$ cat src/rtl/mmio_timer_periph.sv
// mmio_timer_periph: bus-mapped reload timer, tick counter, LED register and 4-digit hex scanner.
// Reads are combinational; writes and all counters update on the rising clock edge.
module mmio_timer_periph #(
    parameter logic [31:0] BASE_ADDR = 32'h4000_0000,
    parameter int unsigned SCAN_DIV  = 50000
) (
    input  logic        clk,
    input  logic        reset,
    input  logic [31:0] Address,
    input  logic [31:0] Write_data,
    input  logic        MemWrite,
    input  logic        MemRead,
    output logic [31:0] Read_data,
    output logic        hit,
    output logic        irq,
    output logic [7:0]  leds,
    output logic [3:0]  an,
    output logic [7:0]  BCD
);
    localparam logic [31:0] SCAN_LAST = 32'(SCAN_DIV - 1);

    logic [31:0] th, tl, systick, scan_cnt, reg_val;
    logic [2:0]  tcon, off;
    logic [7:0]  led;
    logic [15:0] digi;
    logic [1:0]  idx;
    logic [3:0]  nib;
    logic [6:0]  seg;
    logic        wr, ovf, hw_set, scan_wrap, unused_bits;

    assign hit         = Address[31:5] == BASE_ADDR[31:5];
    assign off         = Address[4:2];
    assign wr          = MemWrite && hit;
    assign ovf         = tcon[0] && (tl == 32'hFFFF_FFFF);
    assign hw_set      = ovf && tcon[1];
    assign scan_wrap   = scan_cnt == SCAN_LAST;
    assign unused_bits = ^Address[1:0];

    always_ff @(posedge clk) begin
        if (reset) begin
            th       <= '0;
            tl       <= '0;
            tcon     <= '0;
            led      <= '0;
            digi     <= '0;
            systick  <= '0;
            scan_cnt <= '0;
            idx      <= '0;
        end else begin
            systick  <= systick + 32'd1;
            scan_cnt <= scan_wrap ? '0 : scan_cnt + 32'd1;
            if (scan_wrap) idx <= idx + 2'd1;
            if (tcon[0]) tl <= ovf ? th : tl + 32'd1;
            if (hw_set) tcon[2] <= 1'b1;
            // Later assignments override the timer updates above, so CPU writes win.
            if (wr) begin
                case (off)
                    3'd0: th   <= Write_data;
                    3'd1: tl   <= Write_data;
                    3'd2: tcon <= {Write_data[2] | hw_set, Write_data[1:0]};
                    3'd3: led  <= Write_data[7:0];
                    3'd4: digi <= Write_data[15:0];
                    default: ;
                endcase
            end
        end
    end

    always_comb begin
        reg_val = '0;
        case (off)
            3'd0: reg_val = th;
            3'd1: reg_val = tl;
            3'd2: reg_val = {29'd0, tcon};
            3'd3: reg_val = {24'd0, led};
            3'd4: reg_val = {16'd0, digi};
            3'd5: reg_val = systick;
            default: reg_val = '0;
        endcase
    end

    assign Read_data = (MemRead && hit) ? reg_val : '0;

    assign nib = digi[{idx, 2'b00} +: 4];

    always_comb begin
        seg = 7'h00;
        case (nib)
            4'h0: seg = 7'h3F;
            4'h1: seg = 7'h06;
            4'h2: seg = 7'h5B;
            4'h3: seg = 7'h4F;
            4'h4: seg = 7'h66;
            4'h5: seg = 7'h6D;
            4'h6: seg = 7'h7D;
            4'h7: seg = 7'h07;
            4'h8: seg = 7'h7F;
            4'h9: seg = 7'h6F;
            4'hA: seg = 7'h77;
            4'hB: seg = 7'h7C;
            4'hC: seg = 7'h39;
            4'hD: seg = 7'h5E;
            4'hE: seg = 7'h79;
            4'hF: seg = 7'h71;
            default: seg = 7'h00;
        endcase
    end

    assign an   = ~(4'b0001 << idx);
    assign BCD  = {1'b1, ~seg};
    assign leds = led;
    assign irq  = tcon[2];
endmodule

$ cat config.mk
export PLATFORM = sky130hd
export DESIGN_NAME = mmio_timer_periph
export DESIGN_NICKNAME = d
export VERILOG_FILES = /design/src/rtl/mmio_timer_periph.sv
export SDC_FILE = /design/constraint.sdc
export NUM_CORES = 1
export LEC_CHECK = 0
export BUFFER_PORTS_ARGS = -buffer_cell sky130_fd_sc_hd__buf_2
export CORE_UTILIZATION = 55
export CTS_CLUSTER_SIZE = 8
export DETAILED_ROUTE_END_ITERATION = 10
export GPL_TIMING_DRIVEN = 0
export PLACE_DENSITY_LB_ADDON = 0.15
export SYNTH_ARGS = -nofsm -noshare
export SYNTH_HDL_FRONTEND = slang
export SYNTH_SLANG_ARGS = --single-unit
$ cat constraint.sdc
create_clock -name clk -period 2.9 [get_ports clk]
set_clock_uncertainty 0.05 [all_clocks]
set_input_delay 0.29 -clock clk [delete_from_list [all_inputs] [get_ports clk]]
set_output_delay 0.29 -clock clk [all_outputs]
set_load 0.02 [all_outputs]
Word level (Yosys, flattened, before mapping)
Memories as Yosys holds them, arrays and structs flattened.
Index checks and enable logic that the tools add are counted.
Widths: inputs -> output; s select.
{"block": "word_totals", "elab_cells": 46, "romBits": 112, "out_inout_bits": 54, "register_bits": 157, "in_bits": 68, "n_memories": 1}
{"block": "classes", "muxes": 9, "bitwise_logic": 3, "shifts": 2, "add_sub_neg": 4, "n_reduce_logical": 10, "eq_ne": 8}
{"memory": "(name not given)", "words": 16, "width": 7, "read_ports": 1, "rd_ports_with_merged_regs": 0, "write_ports": 0, "line_no": "88", "source": "case (nib)"}
{"operator": "$pmux 32 s6", "n": 1}
{"operator": "$mux 32", "n": 5}
{"operator": "$add 32x1->32 const B", "n": 3}
{"operator": "$eq 32x16->1 const B", "n": 1}
{"operator": "$eq 32x32->1 const B", "n": 1}
{"operator": "$eq 27x26->1 const B", "n": 1}
{"operator": "$shiftx 16x5->4", "n": 1}
{"operator": "$reduce_and 2->1", "n": 4}
{"operator": "$not 7->7", "n": 1}
{"operator": "$eq 3x2->1 const B", "n": 2}
{"operator": "$eq 3x3->1 const B", "n": 2}
{"operator": "$mux 3", "n": 2}
{"operator": "$logic_and 1x1->1", "n": 4}
{"operator": "$not 4->4", "n": 1}
{"operator": "$shl 1x2->4 const A", "n": 1}
{"operator": "$eq 3x1->1 const B", "n": 1}
{"operator": "$logic_not 3->1", "n": 1}
{"operator": "$add 2x1->2 const B", "n": 1}
{"operator": "$reduce_or 2->1", "n": 1}
{"operator": "$mux 1", "n": 1}
{"operator": "$or 1x1->1", "n": 1}

Longest topological paths before layout
{"block": "logic_depth", "word_depth": 6, "mapped_depth": 10, "ltp_nobuf": 7}

Worst setup path after synthesis
OpenSTA, ideal clock, no wires.
{"block": "synth_path", "kind": "flip-flop to output port", "from": "register idx[0]", "to": "output BCD[5]", "slack_ps": 407, "stages_incl_launch_ff": 6, "arrival_ps": 2153, "path_buffers": 2, "cell_sequence": "dfxtp_1 clkbuf_1 mux4_2 buf_2 or2_2 o21ai_0"}
{"block": "synth_via", "elab_chain_len": 3}
{"item": "start: declaration", "line_no": "26", "source": "logic [1:0] idx;"}
{"item": "start signal: assignment", "line_no": "52", "source": "if (scan_wrap) idx <= idx + 2'd1;"}
{"item": "$shiftx 16x5->4", "line_no": "84", "source": "assign nib = digi[{idx, 2'b00} +: 4];"}
{"item": "$mem_v2 16x7"}
{"item": "$not 7->7", "line_no": "110", "source": "assign BCD = {1'b1, ~seg};"}
{"item": "end: declaration", "line_no": "18", "source": "output logic [7:0] BCD"}
No other way between the ends.

Worst setup path in the final report
{"block": "layout_path", "from": "input Address[2]", "to": "output Read_data[1]"}
{"block": "layout_via", "elab_chain_len": 3}
{"item": "start: declaration", "line_no": "9", "source": "input logic [31:0] Address,"}
{"item": "$eq 3x3->1, or another cell as far along", "line_no": "71", "source": "case (off)"}
{"item": "$pmux 32 s6 (*)", "line_no": "71"}
{"item": "$mux 32 (*)", "line_no": "82", "source": "assign Read_data = (MemRead && hit) ? reg_val : '0;"}
{"item": "end: declaration", "line_no": "13", "source": "output logic [31:0] Read_data,"}
Mark *: on every way between the ends. The rest lies on a longest branch, timed or not.

==> flow_summary.toml <==
[clock_tree]
clk_latency_ps = 430
path_clk_slew_ps = 60
numCtsBuffers = 17
cts_tree = "built"
htree_num_levels = 4
clockBufferDepth = 2
cts.root.buffer_cell = "clkbuf_16"
clkSinkCount = 157

[routing]
post_drt_wl_per_cell_um = 19.2
vias = 9048
drtIter0Drc = 987
wirelength_um = 28300
antenna_left = 0
drc = 0
drt_first_pass_iters = 9
viasPerCell = 6.16

[floorplanning]
start_util = 0.573
chipWidth_um = 129
io_pins = 122
coreArea_mm2 = 0.0154
die_area_mm2 = 0.0166
die_h_um = 129
row_count = 45

[synthesis]
yosysSeqAreaShare = 0.356
synth_xor_xnor_area_share = 0.0624
ys_warn_count = 0
synth_compound_area_frac = 0.121
synth_simple_gate_area_frac = 0.294
synth_async_sr_flop_share = 0
muxShareOfSynthArea = 0.104
mappedNetlistNets = 1194
synth_cell_types = 66
synth_edf_count = 0
synth_area_mm2 = 0.00884
ys.flop_type = "dfxtp_1"
syn_inst = 1114
synthAdderAreaFrac = 0.0170
synth_seq_cells = 157
yosys.area.top_type_share = 0.356
synth_top_family_by_area = "simple AND/OR/NAND/NOR gates"
synth_top_area_cell = "dfxtp_1"
synth_area_leaders = "dfxtp_1, nand2_1, nor2_1, a21oi_1, mux4_2"
syn_area_per_cell_um2 = 7.94

[setup_path]
path_delay_family = "buffers and inverters"
endpoint_kind = "primary output"
crit_chain = "buf_2 -> buf_1 -> clkbuf_2 -> mux2i_1 -> nor2_1 -> mux2i_1 -> nor2_1 -> buf_2"
worstPathRequired_ps = 2560
path_max_fanout = 10
critPathArrivalTime_ps = 2460
worst-path-buf-inv = 4
start_kind = "primary input"
criticalPathCategory = "primary input to primary output"
max_stage_delay_ps = 550
slowest_stage = "buf_1"

[finish]
area_growth_syn_to_layout_pct = 16.5
drive_gt1_frac = 0.172
fill_cells = 1363
layout.nets = 1328
num_antenna_cells = 0

[worst_hold_path]
holdCritPathClass = "primary input to flop"

[outcome]
status = "complete, no violations"

[global_routing]
use_met1 = 0.461
grt_pass1_wl_um = 43600
met2_usage = 0.524
grt_max_degree = 17
grtUsageTotal = 0.349
grt_pass1_vias = 8215
grt_antenna_before_repair = 1
grt-ovfl-total = 0
use_met3 = 0.0990
busiest_layer = "met2"

[sta]
max_freq_mhz = 357
finalCritPeriodShare = 0.967
slew_headroom = 0.458
hold-worst-slack_ps = 52.7
hold_viol_final = 0
setup_ws_ps = 95.4
worst_pin_slew_ps = 814
rsz0062_at_grt = "no"
fin_crit_ps = 2800
finalSetupViolCount = 0
fin_setup_tns_ps = 0
slew_violations = 0

[place]
dp.final_hpwl_um = 20800
place_ws_ps = -241
port_buffers = 116
place_congestion = 0.959

[power]
vdd_ir_drop_max_mv = 0.416
p_per_area_mw_per_mm2 = 451
p_leak_nw = 3.83

[flow_run]
cap_violations = 0
layout by cell type, fill, tap and decap left out, types with 7 or more instances in the layout:
master     Yosys  final
a21oi_1      105    105
a22oi_1        7      7
and2_1        10     10
and3_1        14     14
and4_1        18     17
buf_2         19    135
clkbuf_1      43     40
clkbuf_16      0     17
dfxtp_1      157    156
ha_1          12     12
inv_1         24     23
mux2_2        12     12
mux2i_1       38     38
mux4_2        17     17
nand2_1      169    168
nand2b_1       8      8
nand3_1       44     44
nand4_1       34     34
nor2_1       145    145
nor2b_1       15     15
nor3_1        20     20
nor4_1        22     21
o21ai_0       18     18
o21ai_1        7      7
or3_1         10     10
xnor2_1       21     21
xor2_1        42     42
routing by layer:
layer	up-vias	wire length, µm
met3	96	3290
met5	-	0
li1	4197	-
met2	574	12200
met1	4181	11600
met4	0	1150
flip-flops by register name (all words and copies together), names as in the netlist:
| register | count |
|---|---|
| th | 32 |
| idx | 2 |
| leds | 8 |
| digi | 16 |
| tcon | 3 |
| systick | 32 |
| scan_cnt | 32 |
| tl | 32 |
timing repair:
action | 4_1_cts | 5_1_grt
gates resized for setup | 4 | 13
setup buffers | 0 | 0
setup endpoints to repair | 29 | 55
endpoints found under the hold margin | 0 | 0
hold buffers | 0 | 0
pin swaps | 1 | 0
cell type report:
cell class,instances,area (µm²),share of cell area
clock buffer,24,502,0.0487
inverter,25,93.8,0.00911
buffer,70,314,0.0305
timing repair buffer,116,581,0.0564
clock inverter,5,82.6,0.00802
multi-input combinational,861,5320,0.516
sequential,157,3140,0.305
tap,211,264,0.0256
where the power goes:
group          internal (mW)  leakage [nW]  switching [mW]  total (mW)
clock                   1.37         0.277           0.881        2.25
sequential              2.17          1.27         0.00991        2.17
combinational         0.0759          2.29           0.149       0.224
total                   3.61          3.83            1.04        4.65
logic make-up after synthesis:
logic type / after synthesis
simple gates: 534
compound gates: 182
flops: 157
buf+inv: 96
mux: 69
xor+xnor: 63
fa+ha+maj: 12
other cells: 1
Yosys cell counts, types with 10 or more instances:
| master | count |
|---|---|
| xnor2_1 | 21 |
| ha_1 | 12 |
| or3_1 | 10 |
| nor2_1 | 145 |
| inv_1 | 24 |
| and2_1 | 10 |
| o21ai_0 | 18 |
| nand3_1 | 44 |
| dfxtp_1 | 157 |
| clkbuf_1 | 43 |
| nor2b_1 | 15 |
| mux2_2 | 12 |
| and3_1 | 14 |
| mux4_2 | 17 |
| nand2_1 | 169 |
| nor3_1 | 20 |
| buf_2 | 19 |
| xor2_1 | 42 |
| a21oi_1 | 105 |
| nand4_1 | 34 |
| and4_1 | 18 |
| nor4_1 | 22 |
| mux2i_1 | 38 |
path summary, 6_finish.rpt:
check                      from                 end  slack [ps]  cells after the start
max                  Address[2]        Read_data[1]         100                      8
min              Write_data[30]   tl[30]$_SDFF_PP0_          50                      2
max reg2reg    tl[3]$_SDFF_PP0_    tl[0]$_SDFF_PP0_         250                      6
min reg2reg  th[1]$_SDFFE_PP0P_  th[1]$_SDFFE_PP0P_         420                      2
stage by stage:
stage / std cells / util / power [mW] / cell area (µm²)
finish: 1469 / 0.667 / 4.65 / 10300
global route: 1469 / 0.667 / 4.76 / 10300
CTS: 1469 / 0.666 / 4.67 / 10300
detailed placement: 1441 / 0.628 / 2.44 / 9690
global placement: 1441 / 0.628 / 2.44 / 9690
floorplan: 1114 / - / 2.32 / 8840
(Power assumes the default switching activity.)
